$ cat src/rtl/lsu_pkg.sv
// rtl/lsu_pkg.sv - shared types, funct3 codes and byte-enable helper for the load/store unit
package lsu_pkg;

    localparam logic [2:0] LST_B  = 3'd0;
    localparam logic [2:0] LST_H  = 3'd1;
    localparam logic [2:0] LST_W  = 3'd2;
    localparam logic [2:0] LST_BU = 3'd4;
    localparam logic [2:0] LST_HU = 3'd5;

    typedef enum logic [1:0] {
        IDLE = 2'd0,
        REQ  = 2'd1,
        DONE = 2'd2
    } lsu_state_t;

    // Store byte enables: the access width shifted into the addressed lane.
    function automatic logic [3:0] be_gen(input logic [2:0] acc_type, input logic [1:0] adr_lo);
        case (acc_type)
            LST_B:   be_gen = 4'b0001 << adr_lo;
            LST_H:   be_gen = 4'b0011 << adr_lo;
            default: be_gen = 4'b1111;
        endcase
    endfunction

endpackage

$ cat src/rtl/lsu_load_align.sv
// rtl/lsu_load_align.sv - lane select and sign/zero extension of a loaded word
module lsu_load_align
    import lsu_pkg::*;
(
    input  logic [31:0] word,
    input  logic [2:0]  acc_type,
    input  logic [1:0]  adr_lo,
    output logic [31:0] result
);

    logic [7:0]  lane_b;
    logic [15:0] lane_h;

    // Pick the addressed byte/halfword and extend it according to the access type.
    always_comb begin
        lane_b = word[{adr_lo, 3'b000} +: 8];
        lane_h = word[{adr_lo[1], 4'b0000} +: 16];
        case (acc_type)
            LST_B:   result = {{24{lane_b[7]}}, lane_b};
            LST_BU:  result = {24'd0, lane_b};
            LST_H:   result = {{16{lane_h[15]}}, lane_h};
            LST_HU:  result = {16'd0, lane_h};
            default: result = word;
        endcase
    end

endmodule

$ cat src/rtl/load_store_unit.sv
// rtl/load_store_unit.sv - multicycle load/store unit with req/ready memory handshake
module load_store_unit
    import lsu_pkg::*;
#(
    parameter int XLEN = 32
) (
    input  logic            clk,
    input  logic            reset,
    input  logic            LSE,
    input  logic [2:0]      LST,
    input  logic            rd_start,
    input  logic            wr_start,
    input  logic [XLEN-1:0] adr,
    input  logic [XLEN-1:0] wdata,
    output logic            mem_req,
    output logic            mem_we,
    output logic [3:0]      mem_be,
    output logic [XLEN-1:0] mem_addr,
    output logic [XLEN-1:0] mem_wdata,
    input  logic            mem_ready,
    input  logic [XLEN-1:0] mem_rdata,
    output logic [XLEN-1:0] rdata,
    output logic            done,
    output logic            busy,
    output logic            fault
);

    lsu_state_t  state, state_next;
    logic [2:0]  type_q;
    logic [2:0]  eff_type;
    logic        start;
    logic        is_wr;
    logic        wr_q;
    logic [1:0]  adr_lo_q;
    logic        bad;
    logic [31:0] load_val;

    // A same-cycle LSE feeds its new type straight to the start decode.
    assign eff_type = (state == IDLE && LSE) ? LST : type_q;
    assign start    = (state == IDLE) && (rd_start || wr_start);
    assign is_wr    = wr_start;

    assign mem_req = (state == REQ);
    assign mem_we  = (state == REQ) && wr_q;
    assign done    = (state == DONE);
    assign busy    = (state != IDLE);

    // Illegal funct3 for the direction, or address not aligned to the access size.
    always_comb begin
        bad = 1'b0;
        case (eff_type)
            LST_B:   bad = 1'b0;
            LST_H:   bad = adr[0];
            LST_W:   bad = |adr[1:0];
            LST_BU:  bad = is_wr;
            LST_HU:  bad = is_wr | adr[0];
            default: bad = 1'b1;
        endcase
    end

    lsu_load_align u_align (
        .word     (mem_rdata),
        .acc_type (type_q),
        .adr_lo   (adr_lo_q),
        .result   (load_val)
    );

    // State register.
    always_ff @(posedge clk) begin
        if (reset) state <= IDLE;
        else       state <= state_next;
    end

    // Next state: faults skip the memory request entirely.
    always_comb begin
        state_next = state;
        case (state)
            IDLE:    if (start) state_next = bad ? DONE : REQ;
            REQ:     if (mem_ready) state_next = DONE;
            DONE:    state_next = IDLE;
            default: state_next = IDLE;
        endcase
    end

    // Type register, request capture, store formatting and load result capture.
    always_ff @(posedge clk) begin
        if (reset) begin
            type_q    <= LST_W;
            wr_q      <= 1'b0;
            adr_lo_q  <= 2'b00;
            mem_addr  <= '0;
            mem_be    <= 4'b0000;
            mem_wdata <= '0;
            rdata     <= '0;
            fault     <= 1'b0;
        end else begin
            if (state == IDLE && LSE) type_q <= LST;
            if (start) begin
                wr_q     <= is_wr;
                adr_lo_q <= adr[1:0];
                mem_addr <= {adr[XLEN-1:2], 2'b00};
                fault    <= bad;
                if (bad) begin
                    rdata <= '0;
                end else begin
                    mem_be <= is_wr ? be_gen(eff_type, adr[1:0]) : 4'b1111;
                    case (eff_type)
                        LST_B:   mem_wdata <= {4{wdata[7:0]}};
                        LST_H:   mem_wdata <= {2{wdata[15:0]}};
                        default: mem_wdata <= wdata;
                    endcase
                end
            end
            if (state == REQ && mem_ready && !wr_q) rdata <= load_val;
        end
    end

endmodule
$ cat config.mk
export PLATFORM = sky130hd
export DESIGN_NAME = load_store_unit
export DESIGN_NICKNAME = d
export VERILOG_FILES = /design/src/rtl/lsu_pkg.sv /design/src/rtl/lsu_load_align.sv /design/src/rtl/load_store_unit.sv
export SDC_FILE = /design/constraint.sdc
export NUM_CORES = 1
export LEC_CHECK = 0
export BUFFER_PORTS_ARGS = -buffer_cell sky130_fd_sc_hd__buf_2
export CAP_MARGIN = 20
export CORE_ASPECT_RATIO = 1.2
export CORE_MARGIN = 1.5
export CORE_UTILIZATION = 47
export DETAILED_ROUTE_END_ITERATION = 6
export PLACE_DENSITY_LB_ADDON = 0.08
export REMOVE_ABC_BUFFERS = 1
export SLEW_MARGIN = 30
export SYNTH_ARGS = -nofsm -noshare
export SYNTH_HDL_FRONTEND = slang
export SYNTH_SLANG_ARGS = --single-unit
$ cat constraint.sdc
create_clock -name clk -period 2.5 [get_ports clk]
set_input_delay 0.375 -clock clk [delete_from_list [all_inputs] [get_ports clk]]
set_output_delay 0.375 -clock clk [all_outputs]
set_load 0.02 [all_outputs]
== Word level (Yosys, flattened, before mapping) ==
Index checks and enable logic that the tools add are counted.

* Flip-flop bits (word level): 107
* Bits in latches: 0
* Bits in writable memories: 0
* Bits in read-only memories: 0
* Input bits: 105
* Output and inout bits: 105
* Logic and storage cells: 56
* Memories: 0

* Add/sub/neg operators: 0
* Multipliers: 0
* Divide/modulo/power cells: 0
* Magnitude comparators: 0
* Equal/unequal tests: 11
* Shift operators: 4
* Muxes and demuxes: 13
* Bitwise logic cells: 2
* Reductions and logical operators: 17

{| class="wikitable"
|+ Operators by type and width
! cell !! count
|-
| 32-bit one-hot mux with 4 select lines || 1
|-
| 32-bit 2-to-1 mux || 3
|-
| 32-bit one-hot mux with 2 select lines || 1
|-
| 32-bit by 6-bit indexed part select with 16-bit output || 1
|-
| 32-bit by 6-bit indexed part select with 8-bit output || 1
|-
| 3-bit equality test (second input constant) || 4
|-
| 4-bit one-hot mux with 2 select lines || 1
|-
| 3-bit by 1-bit equality test with 1-bit output (second input constant) || 2
|-
| 3-bit logical NOT || 2
|-
| 2-bit 2-to-1 mux || 3
|-
| 2-bit AND reduction || 3
|-
| 2-bit nonzero test || 3
|-
| 1-bit logical AND || 5
|-
| 1-bit one-hot mux with 5 select lines || 1
|-
| 4-bit 2-to-1 mux || 1
|-
| 2-bit one-hot mux with 2 select lines || 1
|-
| 1-bit by 2-bit left shift with 4-bit output (first input constant) || 1
|-
| 2-bit by 2-bit left shift with 4-bit output (first input constant) || 1
|-
| 3-bit by 2-bit equality test with 1-bit output (second input constant) || 1
|-
| 3-bit 2-to-1 mux || 1
|-
| 2-bit by 1-bit equality test with 1-bit output (second input constant) || 1
|-
| 2-bit equality test (second input constant) || 1
|-
| 2-bit logical NOT || 1
|-
| 2-bit by 1-bit != test with 1-bit output (second input constant) || 1
|-
| 6 further kinds || 6
|}

== Longest topological paths before layout ==
* Depth in word-level cells: 8
* Depth in mapped cells: 8
* Depth with buffers taken out: 5

== Modules after synthesis ==
Synthesis repeated with hierarchy kept, for this count alone.

* Cells, all modules: 610
* Area, all modules: 5111.2 um^2

{| class="wikitable"
|+ By module, submodules not included
! module !! instances !! cells an instance !! area an instance (um^2) !! sequential area each (um^2)
|-
| load_store_unit || 1 || 501 || 4483.0 || 2142.1
|-
| lsu_load_align || 1 || 109 || 628.1 || 0.0
|}

== Least setup slack after synthesis ==
Ideal clock, no wire load.

* Path kind: flip-flop to flip-flop
* Start: register adr_lo_q[1]
* End: register rdata[16]
* Library setup time: 0.127 ns
* Arrival: 1.965 ns
* Data required time: 2.373 ns
* Setup slack: 0.407 ns
* Cell stages (with the launch flop): 8
* Path buffers: 2
* Clock period less this slack: 2.093 ns
* Cells stage by stage: dfxtp_1 -> clkbuf_1 -> mux4_2 -> nor2_1 -> a211oi_1 -> o21ai_1 -> clkbuf_1 -> o2bb2ai_1

* Cells in the longest elaborated chain, start to end: 3
* Elaborated cells between the ends (all ways): 4
* Classes of those cells: shift (2); mux (2)

{| class="wikitable"
|+ RTL lines
! what !! RTL line !! RTL
|-
| start, declared || load_store_unit.sv:34 || <nowiki>logic [1:0] adr_lo_q;</nowiki>
|-
| start signal, assigned || load_store_unit.sv:100 || <nowiki>adr_lo_q <= adr[1:0];</nowiki>
|-
| 32-bit by 6-bit indexed part select with 16-bit output or 32-bit by 6-bit indexed part select with 8-bit output (tied branches) || lsu_load_align.sv:17, lsu_load_align.sv:16 ||
|-
| 32-bit one-hot mux with 4 select lines (*) || lsu_load_align.sv:18 || <nowiki>case (acc_type)</nowiki>
|-
| 32-bit 2-to-1 mux (*) || load_store_unit.sv:114 || <nowiki>if (state == REQ && mem_ready && !wr_q) rdata <= load_val;</nowiki>
|-
| end signal, assigned || load_store_unit.sv:114 ||
|-
| end, declared || load_store_unit.sv:22 || <nowiki>output logic [XLEN-1:0] rdata,</nowiki>
|}

Mark *: on every way between the ends. The rest lies on a longest branch, timed or not.
A chain may end at the register's enable or synchronous reset.

== Worst setup path in the final report ==
* Start: register state[0]
* End: register mem_wdata[28]

* Cells in the longest elaborated chain, start to end: 7
* Elaborated cells between the ends (all ways): 13
* Classes of those cells: eq/ne (4); mux (3); bitwise (1); reduce/logical (5)

{| class="wikitable"
|+ RTL lines
! what !! RTL line !! RTL
|-
| start, declared || load_store_unit.sv:28 || <nowiki>lsu_state_t state, state_next;</nowiki>
|-
| start signal, assigned || load_store_unit.sv:71 || <nowiki>else state <= state_next;</nowiki>
|-
| 2-bit logical NOT (*) || load_store_unit.sv:39, load_store_unit.sv:40 ||
|-
| 1-bit logical AND || load_store_unit.sv:39 || <nowiki>assign eff_type = (state == IDLE && LSE) ? LST : type_q;</nowiki>
|-
| 3-bit 2-to-1 mux || - ||
|-
| 3-bit equality test (tied with other cells) || load_store_unit.sv:51 || <nowiki>case (eff_type)</nowiki>
|-
| 1-bit one-hot mux with 5 select lines || load_store_unit.sv:51 ||
|-
| 1-bit NOT (no source line) || - ||
|-
| 2-bit AND reduction (no source line) || - ||
|-
| end signal, assigned || load_store_unit.sv:108 || <nowiki>LST_B: mem_wdata <= {4{wdata[7:0]}};</nowiki>
|-
| end signal, assigned || load_store_unit.sv:109 || <nowiki>LST_H: mem_wdata <= {2{wdata[15:0]}};</nowiki>
|-
| end signal, assigned || load_store_unit.sv:110 || <nowiki>default: mem_wdata <= wdata;</nowiki>
|-
| end, declared || load_store_unit.sv:19 || <nowiki>output logic [XLEN-1:0] mem_wdata,</nowiki>
|}

Marks and branches as above.

==> results.md <==
- Clk root buf: clkbuf_16
- Post-synth top area share: 0.4512
- Cts bufs inserted: 9
- Core ar.: 0.009910 mm^2
- Synth cell types: 41
- H-tree depth: 3
- Antenna Cells: 0
- Count leader, synth: dfxtp_1
- Clock Sinks: 107
- Clock Latency Late Sink: around 0.35 ns
- Worst Tran Pin Value: 0.7289 ns
- Required time worst endpoint: 2.79 ns
- Initial antenna violation count: 0
- Max Buffers Root-to-Sink: 2
- Max VDD drop: roughly 0.00047 V
- Worst-path clk slew: ~0.070 ns
- Hold Vio Cnt, Final: 0
- Pin count of the biggest net entering global routing: 59
- Area grow syn2layout: 31.39%
- Startpoint Class: flop
- Mapped cell area: roughly 0.0047 mm^2
- Layout cells sized above 1: 0.3482
- Power per cell area: 756.3 mW/mm^2
- Vias: roughly 4700
- PostCTS Resize Cnt: 0
- Area of the multi-input gates: 0.002394 mm^2
- Syn avg cell area: 8.663 um^2
- Worst hold path class: input pin to flop
- DR WL/cell: approximately 16 um
- Nets: between 800 and 900
- CP Capture Type: flop
- First-pass GRT wire length: 21140 um
- Global placement routability congestion: between 0.8 and 0.9
- Synth area leaders: dfxtp_1 (45%), a21oi_1 (7.0%), nand2_1 (6.7%), mux2i_1 (4.4%), o2bb2ai_1 (4.1%)
- Residual DRC: 0
- Path depth of the worst reg2reg path: 6
- Hold path start: adr[7]
- Main synth FF type: dfxtp_1
- Vias/cell: about 5.5
- GRT overflow: 0
- Total Routing Usage GR: 0.2495
- Max Fclk: around 0.43 GHz
- Worst slew margin: 0.5122
- Hold Buf Count CTS: 0
- Maxcap violations: 0
- Register area: 0.002142 mm^2
- FP Rows: 40
- Reg2reg end: mem_wdata[28]
- Fillers: 919
- Final Cycle Share: 0.9236
- Syn Inst Count: 548
- Port Buffer Count: a little over 200
- Post-CTS Setup Repair Bufs: 0
- CP startpoint: state[0]
- EDFF count, synth: 0
- Max-slew violation count: 0
- Die ar.: 0.01071 mm^2
- Reg2reg start: state[0]
- Die X: around 95 um
- Top cells by count, synth: dfxtp_1 (107), nand2_1 (85), a21oi_1 (66)
- Setup TNS: 0 ns
- Status: complete, no violations
- Critical path type: flop to flop
- TritonCTS clock tree: done
- Endpoints failing setup: 0
- First-pass iteration count of the detailed router: 5
- R2R Setup Slk: 0.19 ns
- Post-synth ARST share: 0
- Crit path to: mem_wdata[28]
- Worst clock skew: 0.01224 ns
- Synthesized flop and latch total: roughly 110
- Yosys top cell by area: dfxtp_1
- Initial core utilization: 0.4790
- RSZ-0062 raised after global routing: false
- Yosys warning total: 0
- Number of global-route vias before repair: 4322
- Final HPWL DP: 9573 um
- LEAKAGE: 0.002888 uW
- Worst-path fanout max: 28
- First DRT Iteration DRCs: 203
- Die height: 113.1 um
- # IOs: 210
- Hold Path Stages: 3
- Seq/Total Area, Yosys: 0.4512
- Period minus WS final: 2.309 ns
- Final WL: roughly 14000 um
- Routed Antenna Nets: 0
- Min Hold Slack: 0.2567 ns
- Worst path arrival time: 2.60 ns
==> critical path: stages (launching register included) <==
cell and delay [ns]:
dfxtp_1 0.38, nor3b_4 0.42, mux2i_1 0.36, a32oi_2 0.23, buf_12 0.21, a2111oi_0 0.48
o21a_1 0.17
==> cells by family after synthesis <==
| family | synth area share |
|---|---|
| muxes | 0.07986 |
| and+or+nand+nor | 0.1363 |
| buffers and inverters | 0.05166 |
| other | 0.0007900 |
| AOI/OAI and AO/OA | 0.2802 |
| DFF | 0.4512 |
==> layout make-up <==
cell class,count,share of cell area
clock inverters,5,0.008626
well taps,126,0.02528
inverters,6,0.003611
clock buffers,10,0.03671
multi-input cells,389,0.3838
repair buffers,224,0.1986
flip-flops and latches,107,0.3434
==> cells in the final DEF (no fill, tap or decap), types with 10 or more instances in the layout <==
master	count
o21ai_0	19
dfxtp_1	107
nand2_1	85
a21oi_1	66
nor2_1	49
a211oi_1	11
buf_4	11
a2111oi_0	16
buf_2	207
mux2_2	11
mux2i_1	20
nand3_1	10
o21a_1	16
o2bb2ai_1	22
a21boi_0	16
==> worst min path at each step <==
| stage | end | slack (ns) |
|---|---|---|
| 6_report | mem_addr[7] | 0.26 |
| 5_1_grt | mem_addr[19] | 0.25 |
| 3_5_place_dp | rdata[0] | 0.43 |
| 3_3_place_gp | rdata[13] | 0.43 |
| 4_1_cts | mem_addr[7] | 0.25 |
| 2_1_floorplan | adr_lo_q[0] | 0.44 |
==> flip-flops by register name, summed over array words and instances, names as in the netlist <==
name       count
state          2
wr_q           1
adr_lo_q       2
mem_be         4
mem_addr      30
fault          1
rdata         32
mem_wdata     32
type_q         3
==> metrics by stage <==
stage	area (um^2)	instances	setup slack [ns]	power (uW)	util
6_report	6237	867	0.1909	4717	0.6294
5_1_grt	6237	867	0.01041	4955	0.6294
2_1_floorplan	4528	502	-1.437	2785	-
3_3_place_gp	5954	852	0.2557	3344	0.6009
3_5_place_dp	5954	852	0.1446	3372	0.6009
4_1_cts	6237	867	0.2122	4755	0.6294
==> layer usage <==
layer	part of all wire	global-route usage
met1	0.41	0.3131
met2	0.49	0.4000
met3	0.082	0.07124
met4	0.021	0.09950
met5	0	0
==> where the power goes <==
part           internal (uW)  leakage, uW  switching (uW)
Combinational            515      0.00187             854
Sequential              1870     0.000874            92.8
Clock                    770     0.000142             616
Total                   3150      0.00289            1560
(Power assumes the default switching activity.)
